**src/rtl/cv32e40p_pkg.sv**
```systemverilog
// Shared types and constants for the cv32e40p instruction-fetch sequencer.
package cv32e40p_pkg;

  typedef enum logic [1:0] {
    IDLE        = 2'd0,
    BUSY        = 2'd1,
    BRANCH_WAIT = 2'd2
  } fetch_seq_state_e;

  localparam logic [31:0] FETCH_WORD_BYTES = 32'd4;

endpackage

```
**src/rtl/cv32e40p_fetch_fifo.sv**
```systemverilog
// Synchronous FIFO of {addr, data} fetch entries; flush wins over push and pop.
module cv32e40p_fetch_fifo #(
  parameter int DEPTH = 2,
  parameter int WIDTH = 64
) (
  input  logic                       clk,
  input  logic                       rst_n,
  input  logic                       flush,
  input  logic                       push,
  input  logic [WIDTH-1:0]           wdata,
  input  logic                       pop,
  output logic [WIDTH-1:0]           rdata,
  output logic [$clog2(DEPTH+1)-1:0] count,
  output logic                       full,
  output logic                       empty
);
  localparam int PTR_W = $clog2(DEPTH);
  localparam int CNT_W = $clog2(DEPTH + 1);

  logic [WIDTH-1:0] mem_q [DEPTH];
  logic [PTR_W-1:0] wr_ptr_q, rd_ptr_q;
  logic [CNT_W-1:0] count_q;
  logic             do_push, do_pop;

  // Pointers wrap explicitly so non-power-of-two depths work.
  function automatic logic [PTR_W-1:0] ptr_inc(input logic [PTR_W-1:0] ptr);
    return (ptr == PTR_W'(DEPTH - 1)) ? '0 : ptr + PTR_W'(1);
  endfunction

  assign do_push = push && !flush;
  assign do_pop  = pop && !flush && !empty;
  assign count   = count_q;
  assign full    = (count_q == CNT_W'(DEPTH));
  assign empty   = (count_q == '0);
  assign rdata   = empty ? '0 : mem_q[rd_ptr_q];

  always_ff @(posedge clk) begin
    // NOTE: sequential state uses non-blocking assignments so every register samples pre-edge values.
    if (!rst_n) begin
      wr_ptr_q <= '0;
      rd_ptr_q <= '0;
      count_q  <= '0;
    end else if (flush) begin
      wr_ptr_q <= '0;
      rd_ptr_q <= '0;
      count_q  <= '0;
    end else begin
      if (do_push) wr_ptr_q <= ptr_inc(wr_ptr_q);
      if (do_pop)  rd_ptr_q <= ptr_inc(rd_ptr_q);
      count_q <= count_q + CNT_W'(do_push) - CNT_W'(do_pop);
    end
  end

  // NOTE: storage is not reset; rdata is masked while empty so stale entries never leak out.
  always_ff @(posedge clk) begin
    if (do_push) mem_q[wr_ptr_q] <= wdata;
  end

endmodule

```
**src/rtl/cv32e40p_fetch_sequencer.sv**
```systemverilog
// IF-stage fetch sequencer: credit-limited OBI requests, response FIFO, branch redirect with flush.
module cv32e40p_fetch_sequencer
  import cv32e40p_pkg::*;
#(
  parameter int DEPTH = 2
) (
  input  logic        clk,
  input  logic        rst_n,
  input  logic        req_i,
  input  logic        branch_i,
  input  logic [31:0] branch_addr_i,
  output logic        fetch_valid_o,
  input  logic        fetch_ready_i,
  output logic [31:0] fetch_rdata_o,
  output logic [31:0] fetch_addr_o,
  output logic        instr_req_o,
  input  logic        instr_gnt_i,
  output logic [31:0] instr_addr_o,
  input  logic        instr_rvalid_i,
  input  logic [31:0] instr_rdata_i,
  output logic        busy_o,
  output logic        perf_imiss_o
);
  localparam int CNT_W = $clog2(DEPTH + 1);
  localparam logic [CNT_W:0] DEPTH_EXT = DEPTH[CNT_W:0];

  fetch_seq_state_e state_q;
  logic [31:0]      addr_q, target_q, raddr_q, branch_target;
  logic [CNT_W-1:0] cnt_q, flush_q, cnt_d, fifo_count;
  logic             hold_q, credit_ok, grant, rsp, drop, push, pop;
  logic             fifo_full, fifo_empty;
  logic             unused_addr_lsb;

  assign branch_target   = {branch_addr_i[31:2], 2'b00};
  assign unused_addr_lsb = ^branch_addr_i[1:0];

  assign credit_ok = ({1'b0, cnt_q} + {1'b0, fifo_count}) < DEPTH_EXT;

  always_comb begin
    // NOTE: default assignment first so no path through the case infers a latch.
    instr_req_o = 1'b0;
    unique case (state_q)
      BUSY:        instr_req_o = hold_q || (req_i && credit_ok && !branch_i);
      BRANCH_WAIT: instr_req_o = hold_q;
      default:     instr_req_o = 1'b0;
    endcase
  end

  assign instr_addr_o = addr_q;
  assign grant        = instr_req_o && instr_gnt_i;
  // A response with nothing outstanding is a protocol error and is ignored.
  assign rsp          = instr_rvalid_i && (cnt_q != '0);
  assign drop         = rsp && (flush_q != '0);
  assign push         = rsp && (flush_q == '0) && !branch_i;
  assign pop          = fetch_valid_o && fetch_ready_i;
  assign cnt_d        = cnt_q + CNT_W'(grant) - CNT_W'(rsp);

  assign fetch_valid_o = !fifo_empty;
  assign busy_o        = (cnt_q != '0) || instr_req_o;
  assign perf_imiss_o  = req_i && !fetch_valid_o;

  always_ff @(posedge clk) begin
    if (!rst_n) begin
      state_q  <= IDLE;
      addr_q   <= '0;
      target_q <= '0;
      raddr_q  <= '0;
      cnt_q    <= '0;
      flush_q  <= '0;
      hold_q   <= 1'b0;
    end else begin
      cnt_q   <= cnt_d;
      flush_q <= flush_q - CNT_W'(drop);
      if (grant)            hold_q <= 1'b0;
      else if (instr_req_o) hold_q <= 1'b1;
      if (grant) addr_q  <= addr_q + FETCH_WORD_BYTES;
      if (push)  raddr_q <= raddr_q + FETCH_WORD_BYTES;

      unique case (state_q)
        IDLE: begin
          if (branch_i) begin
            state_q <= BUSY;
            addr_q  <= branch_target;
          end
        end
        BUSY: begin
          if (branch_i) begin
            // An ungranted request must stay stable, so park the target until it is granted.
            if (hold_q && !grant) begin
              target_q <= branch_target;
              state_q  <= BRANCH_WAIT;
            end else begin
              addr_q <= branch_target;
            end
          end else if (!req_i && !hold_q && (cnt_q == '0)) begin
            state_q <= IDLE;
          end
        end
        BRANCH_WAIT: begin
          if (grant) begin
            state_q <= BUSY;
            addr_q  <= branch_i ? branch_target : target_q;
            flush_q <= flush_q + CNT_W'(1) - CNT_W'(drop);
          end else if (branch_i) begin
            target_q <= branch_target;
          end
        end
        default: state_q <= IDLE;
      endcase

      // Everything outstanding after this cycle belongs to the old stream.
      if (branch_i) begin
        flush_q <= cnt_d;
        raddr_q <= branch_target;
      end
    end
  end

  cv32e40p_fetch_fifo #(
    .DEPTH (DEPTH),
    .WIDTH (64)
  ) u_fifo (
    .clk   (clk),
    .rst_n (rst_n),
    .flush (branch_i),
    .push  (push),
    .wdata ({raddr_q, instr_rdata_i}),
    .pop   (pop),
    .rdata ({fetch_addr_o, fetch_rdata_o}),
    .count (fifo_count),
    .full  (fifo_full),
    .empty (fifo_empty)
  );

  // The credit rule leaves no room for a push into a full FIFO unless the head is popped.
  assert property (@(posedge clk) disable iff (!rst_n) !(push && fifo_full && !pop));

endmodule

```
**config.mk**
```make
export PLATFORM = sky130hd
export DESIGN_NAME = cv32e40p_fetch_sequencer
export DESIGN_NICKNAME = d
export VERILOG_FILES = /design/src/rtl/cv32e40p_pkg.sv /design/src/rtl/cv32e40p_fetch_fifo.sv /design/src/rtl/cv32e40p_fetch_sequencer.sv
export SDC_FILE = /design/constraint.sdc
export NUM_CORES = 1
export LEC_CHECK = 0
export CELL_PAD_IN_SITES_DETAIL_PLACEMENT = 1
export CELL_PAD_IN_SITES_GLOBAL_PLACEMENT = 1
export CORE_ASPECT_RATIO = 0.5
export CORE_MARGIN = 5
export CORE_UTILIZATION = 46
export CTS_BUF_LIST = sky130_fd_sc_hd__clkbuf_8 sky130_fd_sc_hd__clkbuf_16
export DETAILED_ROUTE_END_ITERATION = 16
export GPL_TIMING_DRIVEN = 1
export PLACE_DENSITY_LB_ADDON = 0.1
export SLEW_MARGIN = 20
export SYNTH_ARGS = -nofsm -noshare
export SYNTH_HDL_FRONTEND = slang
export SYNTH_SLANG_ARGS = --single-unit
```
**constraint.sdc**
```tcl
create_clock -name clk -period 14.2 [get_ports clk]
set_input_delay 2.84 -clock clk [delete_from_list [all_inputs] [get_ports clk]]
set_output_delay 2.84 -clock clk [all_outputs]
set_load 0.01 [all_outputs]
```
* Word-level counts from Yosys, hierarchy flattened
Memories as Yosys holds them, arrays and structs flattened. A register that Yosys moved wholly into a read port is not among the register bits.
Index checks and enable logic that the tools add are counted.
** Operators by class
- Reductions and logical operators :: 34
- Add/sub/neg operators :: 12
- Multipliers :: 0
- Magnitude comparators :: 1
- Divide/modulo/power cells :: 0
- Bitwise operators :: 1
- Eq/ne operators :: 9
- Shifts and indexed selects :: 0
- Muxes and demuxes :: 30
** Operators with widths (count)
- $mux 32 :: 11
- $pmux 32 s3 :: 1
- $add 32x3->32 const B :: 2
- $mux 64 :: 1
- $pmux 32 s2 :: 1
- $mux 2 :: 8
- $logic_and 1x1->1 :: 15
- $ne 2x2->1 const B :: 5
- $logic_not 2->1 :: 4
- $reduce_and 4->1 :: 2
- $reduce_bool 2->1 :: 4
- $sub 2x1->2 :: 4
- $mux 1 :: 6
- $ne 3x3->1 const B :: 2
- $pmux 2 s3 :: 1
- $logic_not 1->1 :: 5
- $add 2x1->2 :: 2
- $reduce_or 2->1 :: 2
- $add 2x2->3 :: 1
- $lt 3x2->1 const B :: 1
- $add 1x1->1 const B :: 2
- $add 2x1->2 const B :: 1
- $eq 2x1->1 const B :: 1
- $eq 2x2->1 const B :: 1
- other kinds (3) :: 4
** Word-level totals
- RAM bits :: 128
- Bits in read-only memories :: 0
- Memories kept :: 1
- Bits in latches :: 0
- Input bits :: 71
- Flip-flop bits (word level) :: 107
- Output and inout port bits :: 100
** Memories
- u_fifo.mem_q :: depth 2, bits a word 64, rd ports 1, clocked after Yosys merged registers in 1, wr ports 1, line cv32e40p_fetch_fifo.sv:20 : logic [WIDTH-1:0] mem_q [DEPTH];

* Longest topological paths before layout
Gate-level depths: netlist of run 1.
- Depth after elaboration :: 12
- Gate-level depth with buffers :: 14

* By module
A second synthesis of run 1 with hierarchy kept.
** Second synthesis, totals
- Cell total of the unflattened synthesis :: 1007
- Area total of the unflattened synthesis :: 10622.7 µm²
** By module, submodules not included
- cv32e40p_fetch_sequencer :: times used 1, cells an instance 712, sequential area each 2021.9 µm², area an instance 5584.1 µm²
- cv32e40p_fetch_fifo :: times used 1, cells an instance 295, sequential area each 3943.8 µm², area an instance 5038.6 µm²

* Worst setup path after synthesis of run 1
Ideal clock, no wire load.
- Kind :: input port to flip-flop
- Start point :: input branch_i
- End point :: memory u_fifo.mem_q[0][0], enable pin
- Data required time :: 13.642 ns
- Setup time :: 0.558 ns
- Buffers on the path :: 4
- Setup slack :: 5.768 ns
- Arrival time :: 7.874 ns
- Stages on the path :: 5
- Path through :: buf_2 -> buf_2 -> buf_2 -> clkbuf_1 -> nor3_1
** On the way
- Word-level cells in the longest chain between the ends :: 5
** Ends and longest elaborated chain
- start: declaration :: line cv32e40p_fetch_sequencer.sv:10 : input logic branch_i,
- $logic_not 1->1 (*) :: line cv32e40p_fetch_fifo.sv:30, cv32e40p_fetch_sequencer.sv:54
- $logic_and 1x1->1 :: line cv32e40p_fetch_sequencer.sv:54 : assign push = rsp && (flush_q == '0) && !branch_i;
- $logic_and 1x1->1 (*) :: line cv32e40p_fetch_fifo.sv:30 : assign do_push = push && !flush;
- $mux 1 (*) :: line cv32e40p_fetch_fifo.sv:56 : if (do_push) mem_q[wr_ptr_q] <= wdata;
- $mux 1 (implied by the code) (*) :: line cv32e40p_fetch_fifo.sv:56
- end: declaration :: line cv32e40p_fetch_fifo.sv:20
Every way passes the cells marked *; elsewhere a longest branch is shown, timed or not.

* Final worst setup path of run 1
- Start point :: input branch_i
- End point :: output busy_o
** On the way
- Word-level cells in the longest chain between the ends :: 5
** Ends and longest elaborated chain
- $logic_not 1->1 :: line cv32e40p_fetch_sequencer.sv:43 : BUSY: instr_req_o = hold_q || (req_i && credit_ok && !branch_i);
- $logic_and 1x1->1 :: line cv32e40p_fetch_sequencer.sv:43
- $logic_or 1x1->1 :: line cv32e40p_fetch_sequencer.sv:43
- $pmux 1 s2 :: line cv32e40p_fetch_sequencer.sv:42 : unique case (state_q)
- $logic_or 1x1->1 :: line cv32e40p_fetch_sequencer.sv:59 : assign busy_o = (cnt_q != '0) || instr_req_o;
- end: declaration :: line cv32e40p_fetch_sequencer.sv:21 : output logic busy_o,
Every way passes these cells.

==> metrics list, run 1 <==
- Counting every instance in the synthesized netlist gives 1,053.
- Number of inserted filler cells in the final layout: 2,459
- For this configuration, the core starts out at a cell density of 0.474.
- The startpoint identified for the worst hold timing path is target_q[31]$_SDFFE_PN0P_.
- Worst Hold Margin: 454 ps
- Yosys synthesis warning count: 0
- For the final routed database, the setup TNS stands at 0 ps.
- Level count of the clock H-tree: 1
* RSZ-0062 raised after global routing: no
- Time the worst path needs with I/O delays and setup: 7820 ps
- STA classifies the critical path endpoint as an output pin.
- The worst-case IR drop observed on VDD is 0.0000756 V.
- The number of antenna violations at the first check in global routing was 0.
- The tool flagged a number of max-cap violations equal to 0.
- Counting every sink on the clock net gives 230.
- Data arrives at the worst endpoint at 4980 ps.
- The final layout contains 1,269 nets.
- The first global-routing pass estimated 52,000 um of wire.
- Finished Core Util: 0.586
- Least setup slack across all paths after layout: 6380 ps
* Total Die Area: 27,200 um^2
- Peak clock frequency supported by timing: 128 MHz
- Vias in the first global route: 9,032
* Max incr delay on CP: 600 ps
- The min-delay analysis places its worst path in the category flop to flop.
* Clock tree from TritonCTS: done
* Core box area: 23,100 um^2
* Startpoint of the lowest-slack register-to-register path: state_q[1]$_SDFFE_PN0P_
* Maximum number of pins on one net before global-route repair: 63
- Clock tree synthesis selected as its root buffer the cell sky130_fd_sc_hd__clkbuf_16.
- Data on the critical path is required at its endpoint by 11,360 ps.
* Relative contribution of sequential cells to total power: 0.493
- The most critical setup path has its startpoint at branch_i.
- Clock Path Buffers: 3
* Num rows: 39
* Count of final setup violators: 0
* Final total power: 1580 uW
- Number of nets with antenna violations after detailed routing: 0
* Number of detailed-routing iterations run before antenna repair: 5
- Wire length per cell after detailed routing: 22.0 um
* Final Cycle Share: 0.551
- Dividing the synthesized area by the synthesized cell count gives 10.4 um^2.
- Final RePlAce weighted congestion: 0.802
- The library cell used most frequently in the layout, excluding fill and tap cells, is sky130_fd_sc_hd__clkdlybuf4s50_1.
* Vias per std cell: 5.82
- The die is 119 um tall.
- Of the total power, the share spent switching nets is 0.255.
- Int Power: 1170 uW
- Layout-stage area growth over the synthesis result: 23.6%
* Clock buffer count from CTS: 22
- Cell area after synthesis: 11,000 um^2
- Violation count after the first detailed-routing iteration: 632
- Across every metal layer, demand over resource in global routing totals 0.236.
- Clock skew: 12.8 ps
- Layout cell share with drive strength beyond 1: 0.0651
- Count of flip-flops with a built-in enable after synthesis: 124
- Combinational share of power: 0.128
- Of the synthesized area, sequential elements account for 0.533.
- At the pin with the least slew margin, the transition time is 1120 ps.
* Sequential standard cell area: 5850 um^2
* Number of setup buffers added after CTS: 0
* WS Path Type: input port to output pin
- The final count of pins violating max slew came to 0.
- Crit-path slowest cell: sky130_fd_sc_hd__buf_4
- After clock tree synthesis, the flow added hold-fix buffers numbering 0.
- Multi-input logic area: 4780 um^2
- Wire length after detailed routing: 33,100 um
- Walking the worst path, the cells encountered are buf_2 > buf_4 > o21a_1 > nor2b_1 > or3_1 > clkdlybuf4s50_1.
- Final routed DRC violation total: 0
* Number of distinct library cells after synthesis: 71
- Measured against its own limit, the worst slew margin works out to 0.255.
* LEAKAGE: 0.00450 uW
- Synthesis inferred 230 register bits.
- Clock latency on the worst-skew pair: 520 ps
- Summed over all nets, the half-perimeter wirelength after detailed placement is 21,700 um.
- Via total after detailed routing: 8,762
- The analysis attributes to net switching a power of 403 uW.
- The most used flip-flop cell after synthesis is sky130_fd_sc_hd__edfxtp_1.
- Top-level I/O count: 171
- STA classifies the critical path startpoint as an input port.
- Post-placement worst setup slack: 6380 ps
- Clk pin slew, worst setup/hold paths: 60 ps
- Cell area power density: 116 nW/um^2
- The repair_antennas step left the layout with diodes totalling 0.
* Total gr overflow: 0
- Result of the run: finished clean
- In the synthesized netlist the async set-or-reset flop fraction comes to 0.
- Total of cells resized after clock tree synthesis: 0
* Number of I/O port buffers: 166
* Hold Vio Cnt, Final: 0
* Commonest non-fill, non-tap cells in the layout: sky130_fd_sc_hd__clkdlybuf4s50_1, sky130_fd_sc_hd__edfxtp_1, sky130_fd_sc_hd__nand2_1
* Die outline width: 228 um
- Of all nets on the critical path, the largest fanout is 57.
- Of the total power, the clock network draws 0.379.
sequential cells by signal, summed over array words and instances (netlist names), named ones only:
signal / cells
u_fifo.mem_q: 124
instr_addr_o: 32
target_q: 32
raddr_q: 30
cnt_q: 2
flush_q: 2
state_q: 2
u_fifo.count: 2
hold_q: 1
u_fifo.rd_ptr_q: 1
u_fifo.wr_ptr_q: 1
critical path: cells and delay by family:
family          cells  cell delay [ps]
compound gates      1              470
buf+inv             3             1160
simple gates        2              470
Yosys cell counts (all sizes together), types with 4 or more instances:
| cell type | number | area (um^2) |
|---|---|---|
| clkbuf | 47 | 176 |
| o22ai | 6 | 43.8 |
| nand2b | 12 | 75.1 |
| o211ai | 4 | 30.0 |
| nand2 | 123 | 462 |
| nor2 | 106 | 398 |
| edfxtp | 124 | 3720 |
| ha | 13 | 163 |
| or3 | 10 | 62.6 |
| o21ai | 28 | 140 |
| nand4 | 20 | 150 |
| xnor2 | 33 | 289 |
| nor3 | 17 | 85.1 |
| a211oi | 13 | 103 |
| o221ai | 11 | 96.3 |
| a31oi | 17 | 106 |
| mux2 | 10 | 113 |
| a221o | 6 | 60.1 |
| mux2i | 81 | 811 |
| inv | 20 | 75.1 |
| buf | 24 | 119 |
| and3 | 16 | 100 |
| a211o | 4 | 35.0 |
| nor4 | 13 | 115 |
| or4 | 4 | 33.8 |
| and2 | 8 | 51.3 |
| and4 | 12 | 105 |
| dfxtp | 106 | 2120 |
| a21oi | 68 | 344 |
| a32o | 8 | 80.1 |
| nand3 | 24 | 120 |
| xor2 | 17 | 149 |
power groups by stage:
stage	Clock, uW	Sequential [uW]	Combinational, uW
6_report	597	777	203
5_1_grt	642	782	221
4_1_cts	611	777	204
3_5_place_dp	0	790	201
3_3_place_gp	0	787	195
2_1_floorplan	0	782	113
through the flow:
stage	instance area, um^2	std cells
after floorplan	11000	1054
after global placement	12800	1467
after detailed placement	12800	1467
after CTS	13500	1505
after global routing	13500	1505
final	13500	1505
cells by family after synthesis:
family | Yosys count | share of synthesized area
buffers and inverters | 91 | 0.0338
adders and majority gates | 14 | 0.0167
xor gates and xnor gates | 50 | 0.0400
muxes | 91 | 0.0843
DFF | 230 | 0.533
AOI/OAI and AO/OA | 197 | 0.120
and+or+nand+nor | 379 | 0.172
other | 1 | 0.000342
final timing paths:
kind | end | slack (ps) | cells past startpoint
worst min-delay path | target_q[31]$_SDFFE_PN0P_ | 450 | 2
worst max-delay path | busy_o | 6380 | 6
worst max register to register | flush_q[1]$_SDFF_PN0_ | 10630 | 13
worst min register to register | target_q[31]$_SDFFE_PN0P_ | 450 | 2
metal layers:
| layer | part of all wire | track usage |
|---|---|---|
| met5 | 0 | 0 |
| met4 | 0.015 | 0.0393 |
| met2 | 0.46 | 0.389 |
| met1 | 0.48 | 0.336 |
| met3 | 0.043 | 0.0409 |
area by class of cell:
type / instances / area share
repair buffers: 177 / 0.128
clock buffers: 23 / 0.0417
multi-input cells: 733 / 0.353
inverters: 20 / 0.00554
well taps: 307 / 0.0284
clock inverters: 15 / 0.0114
flip-flops and latches: 230 / 0.432
Note: power is estimated with default switching activity, not from simulation.
==> inputs of run 2 (changes only) <==
Settings changed: CORE_UTILIZATION 46 to 42.
Clock period 14.2 ns to 7.56 ns, I/O delays scaled along.
==> run 2 against run 1 <==
Against the previous run: non-clock buffer count rose by 1; wire length decreased by 2.3%; sequential share of layout area shrank 0.25 points; design area up 0.57%; sequential power grew 88%; die area rose by 8.9%; setup slack worse by 3800 ps; critical path depth is the same; global-route usage is 2.4 points lower; via count down 1.0%; highest routed layer unchanged; final cell count increased by 2.5%; register-to-register slack lost 6600 ps.
==> metrics list, run 2 (same netlist as run 1, synthesis figures left out) <==
- The final total negative setup slack was 0 ps (unchanged).
- The worst clock skew is 15.1 ps (+2.27 ps).
- Hold Vio Cnt, Final: 0 (unchanged)
- Top-level I/O count: 171 (unchanged)
- In this run the critical register-to-register path is launched from state_q[0]$_SDFFE_PN0P_.
- The total vias in the final route came to 8,670 (-1.0%).
- Worst-Margin Slew: 1080 ps (-37.0 ps)
* Crit-path slowest cell: sky130_fd_sc_hd__clkdlybuf4s50_1
- Clk pin slew, worst setup/hold paths: 60 ps (about the same)
- In the finished design, the share of the clock period the worst path needs comes to 0.661.
- Cells along the critical path: clkdlybuf4s50_1 > nand4bb_1 > o21a_1 > nor2b_1 > or3_1 > clkdlybuf4s50_1
- Core box area: 25,400 um^2 (+10%)
- Number of nets with antenna violations after detailed routing: 0 (unchanged)
- Initial antenna violation count: 0 (unchanged)
- The layout net count was 1,271 (+0.16%).
- Reg-to-reg endpoint: flush_q[1]$_SDFF_PN0_
* Commonest non-fill, non-tap cells in the layout: sky130_fd_sc_hd__clkdlybuf4s50_1, sky130_fd_sc_hd__edfxtp_1, sky130_fd_sc_hd__nand2_1
- Class of the tightest hold or removal check: flop to flop
- Number of pins exceeding their max-slew limit in the final report: 0 (unchanged)
- Number of buffers inserted by hold repair at cts: 0 (unchanged)
- The cell count after placement was 1,504 (+2.5%).
* Die Y-Extent: 124 um (+4.3%)
- Largest voltage drop on the vdd net: 0.000128 V (+69%)
- The site row count was 41 (+5.1%).
- The setup fix buffers added after clock tree synthesis came to 0 (unchanged).
- Critical Path Most Common Cell: sky130_fd_sc_hd__clkdlybuf4s50_1
* Final total power: 2970 uW (+88%)
- The highest net fanout along the worst path came to 8 (-86%).
- Required time at the endpoint of the critical path: 6050 ps (-5310 ps)
- Time the worst path needs with I/O delays and setup: 5000 ps
- The library cell used most frequently in the layout, excluding fill and tap cells, is sky130_fd_sc_hd__clkdlybuf4s50_1.
- Finished Layout Cells: 1,543 (+2.5%)
* Clock tree from TritonCTS: done
- Setup repair after global routing left no endpoint under its margin.
- Length in cells of the worst reg-to-reg path: 12 (-1)
- Total GRT Usage: 0.212 (-0.0241)
- The remaining design rule violation count was 0 (unchanged).
- The number of buffers created by CTS is 23 (+4.5%).
- The wire length reported by the detailed router came to 32,300 um (-2.3%).
* Most flop-heavy register: u_fifo.mem_q
- The maximum level of the CTS H-tree is 1 (unchanged).
* Starting Density: 0.431 (-0.0431)
- Vias in the first global route: 8,952 (-0.89%)
- The pin count of the biggest net entering global routing was 63 (unchanged).
* Count of final setup violators: 0 (unchanged)
* WS Path Type: input port to output pin
- The width of the chip is 238 um (+4.4%).
- The flow ran to the end, and the final reports show no timing, DRC or antenna violations.
- Total gr overflow: 0 (unchanged)
- The flip-flop count of the largest register after layout is 124 (unchanged).
- The average detailed-routed wire length per instance was 21.0 um (-4.7%).
* Maximum capacitance violations: 0 (unchanged)
* Destination of the worst hold path: target_q[24]$_SDFFE_PN0P_
- The area of the die came to 29,600 um^2 (+8.9%).
- The hold path depth is 2 (unchanged).
* Layout cell share with drive strength beyond 1: 0.0651 (about the same)
- The arrival time at the worst endpoint was 3490 ps (-1490 ps).
- Vias per std cell: 5.62 (-3.5%)
- Placed wire-length estimate: 21,700 um (+0.11%)
- Wire length of the first global-routing pass: 51,200 um (-1.5%)
- Least setup slack across all paths after layout: 2560 ps (-3820 ps)
* Total of cells resized after clock tree synthesis: 0 (unchanged)
- Final RePlAce weighted congestion: 0.809 (+0.87%)
* Post-placement worst setup slack: 2560 ps (-3820 ps)
- The count of port buffers added during placement came to 166 (unchanged).
- The area growth from synthesis to layout is 24.3%.
* Clock Path Buffers: 3 (unchanged)
- Worst min-delay path startpoint: target_q[24]$_SDFFE_PN0P_
* Clock latency on the worst-skew pair: 540 ps (+20 ps)
* TritonCTS Sinks: 230 (unchanged)
- LEAKAGE: 0.00451 uW (+0.21%)
* Capturing element type of the critical path: output pin
- The tree is rooted in a sky130_fd_sc_hd__clkbuf_16.
* Register-to-register path setup slack: 3990 ps (-6640 ps)
- Worst slew slack as a fraction of its limit: 0.279 (+0.0247)
- Max incr delay on CP: 490 ps (-110 ps)
* Peak clock frequency supported by timing: 200 MHz
- Antenna Cells: 0 (unchanged)
- STA classifies the critical path startpoint as an input port.
- The count of fill cells added during filler insertion is 2,776 (+13%).
- The detailed-router iteration count before antenna repair came to 5 (unchanged).
- The cell area power density is 218 nW/um^2 (+87%).
- Violation count after the first detailed-routing iteration: 575 (-9.0%)
==> run 2: worst max-delay path by stage <==
stage	end	startpoint	cells after the start
finish	busy_o	req_i	6
global route	busy_o	req_i	6
floorplan	u_fifo.mem_q[0][0]$_DFFE_PP_	branch_i	5
detailed placement	busy_o	req_i	6
CTS	busy_o	req_i	6
global placement	busy_o	req_i	6
==> run 2: per-stage QoR <==
step                       util  hold slack [ps]  area (um^2)
after floorplan               -              432        11000
after global placement    0.506              440        12900
after detailed placement  0.506              448        12900
after CTS                 0.534              457        13600
after global routing      0.535              477        13600
final                     0.535              455        13600
==> run 2: where the power goes <==
group          switching [uW]  internal (uW)
combinational             208            173
sequential               66.8           1390
clock                     493            641
total                     768           2200
==> run 2: metal layers <==
layer	wire length, um	track usage	vias up	part of all wire
li1	-	-	4124	-
met1	15300	0.309	4344	0.47
met2	14900	0.336	168	0.46
met3	1700	0.0338	34	0.053
met4	467	0.0421	0	0.014
met5	0	0	-	0
==> run 2: critical path, delay by kind of cell <==
kind / cells / cell delay, ps
buffers and inverters: 2 / 970
and+or+nand+nor: 3 / 620
AOI/OAI and AO/OA: 1 / 390
==> run 2: area by class of cell <==
class / instances / area [um^2] / share of cell area
flip-flops and latches: 230 / 5850 / 0.429
multi-input cells: 733 / 4780 / 0.351
repair buffers: 178 / 1770 / 0.130
clock buffers: 25 / 603 / 0.0443
well taps: 344 / 430 / 0.0316
clock inverters: 13 / 119 / 0.00873
inverters: 20 / 75.1 / 0.00551
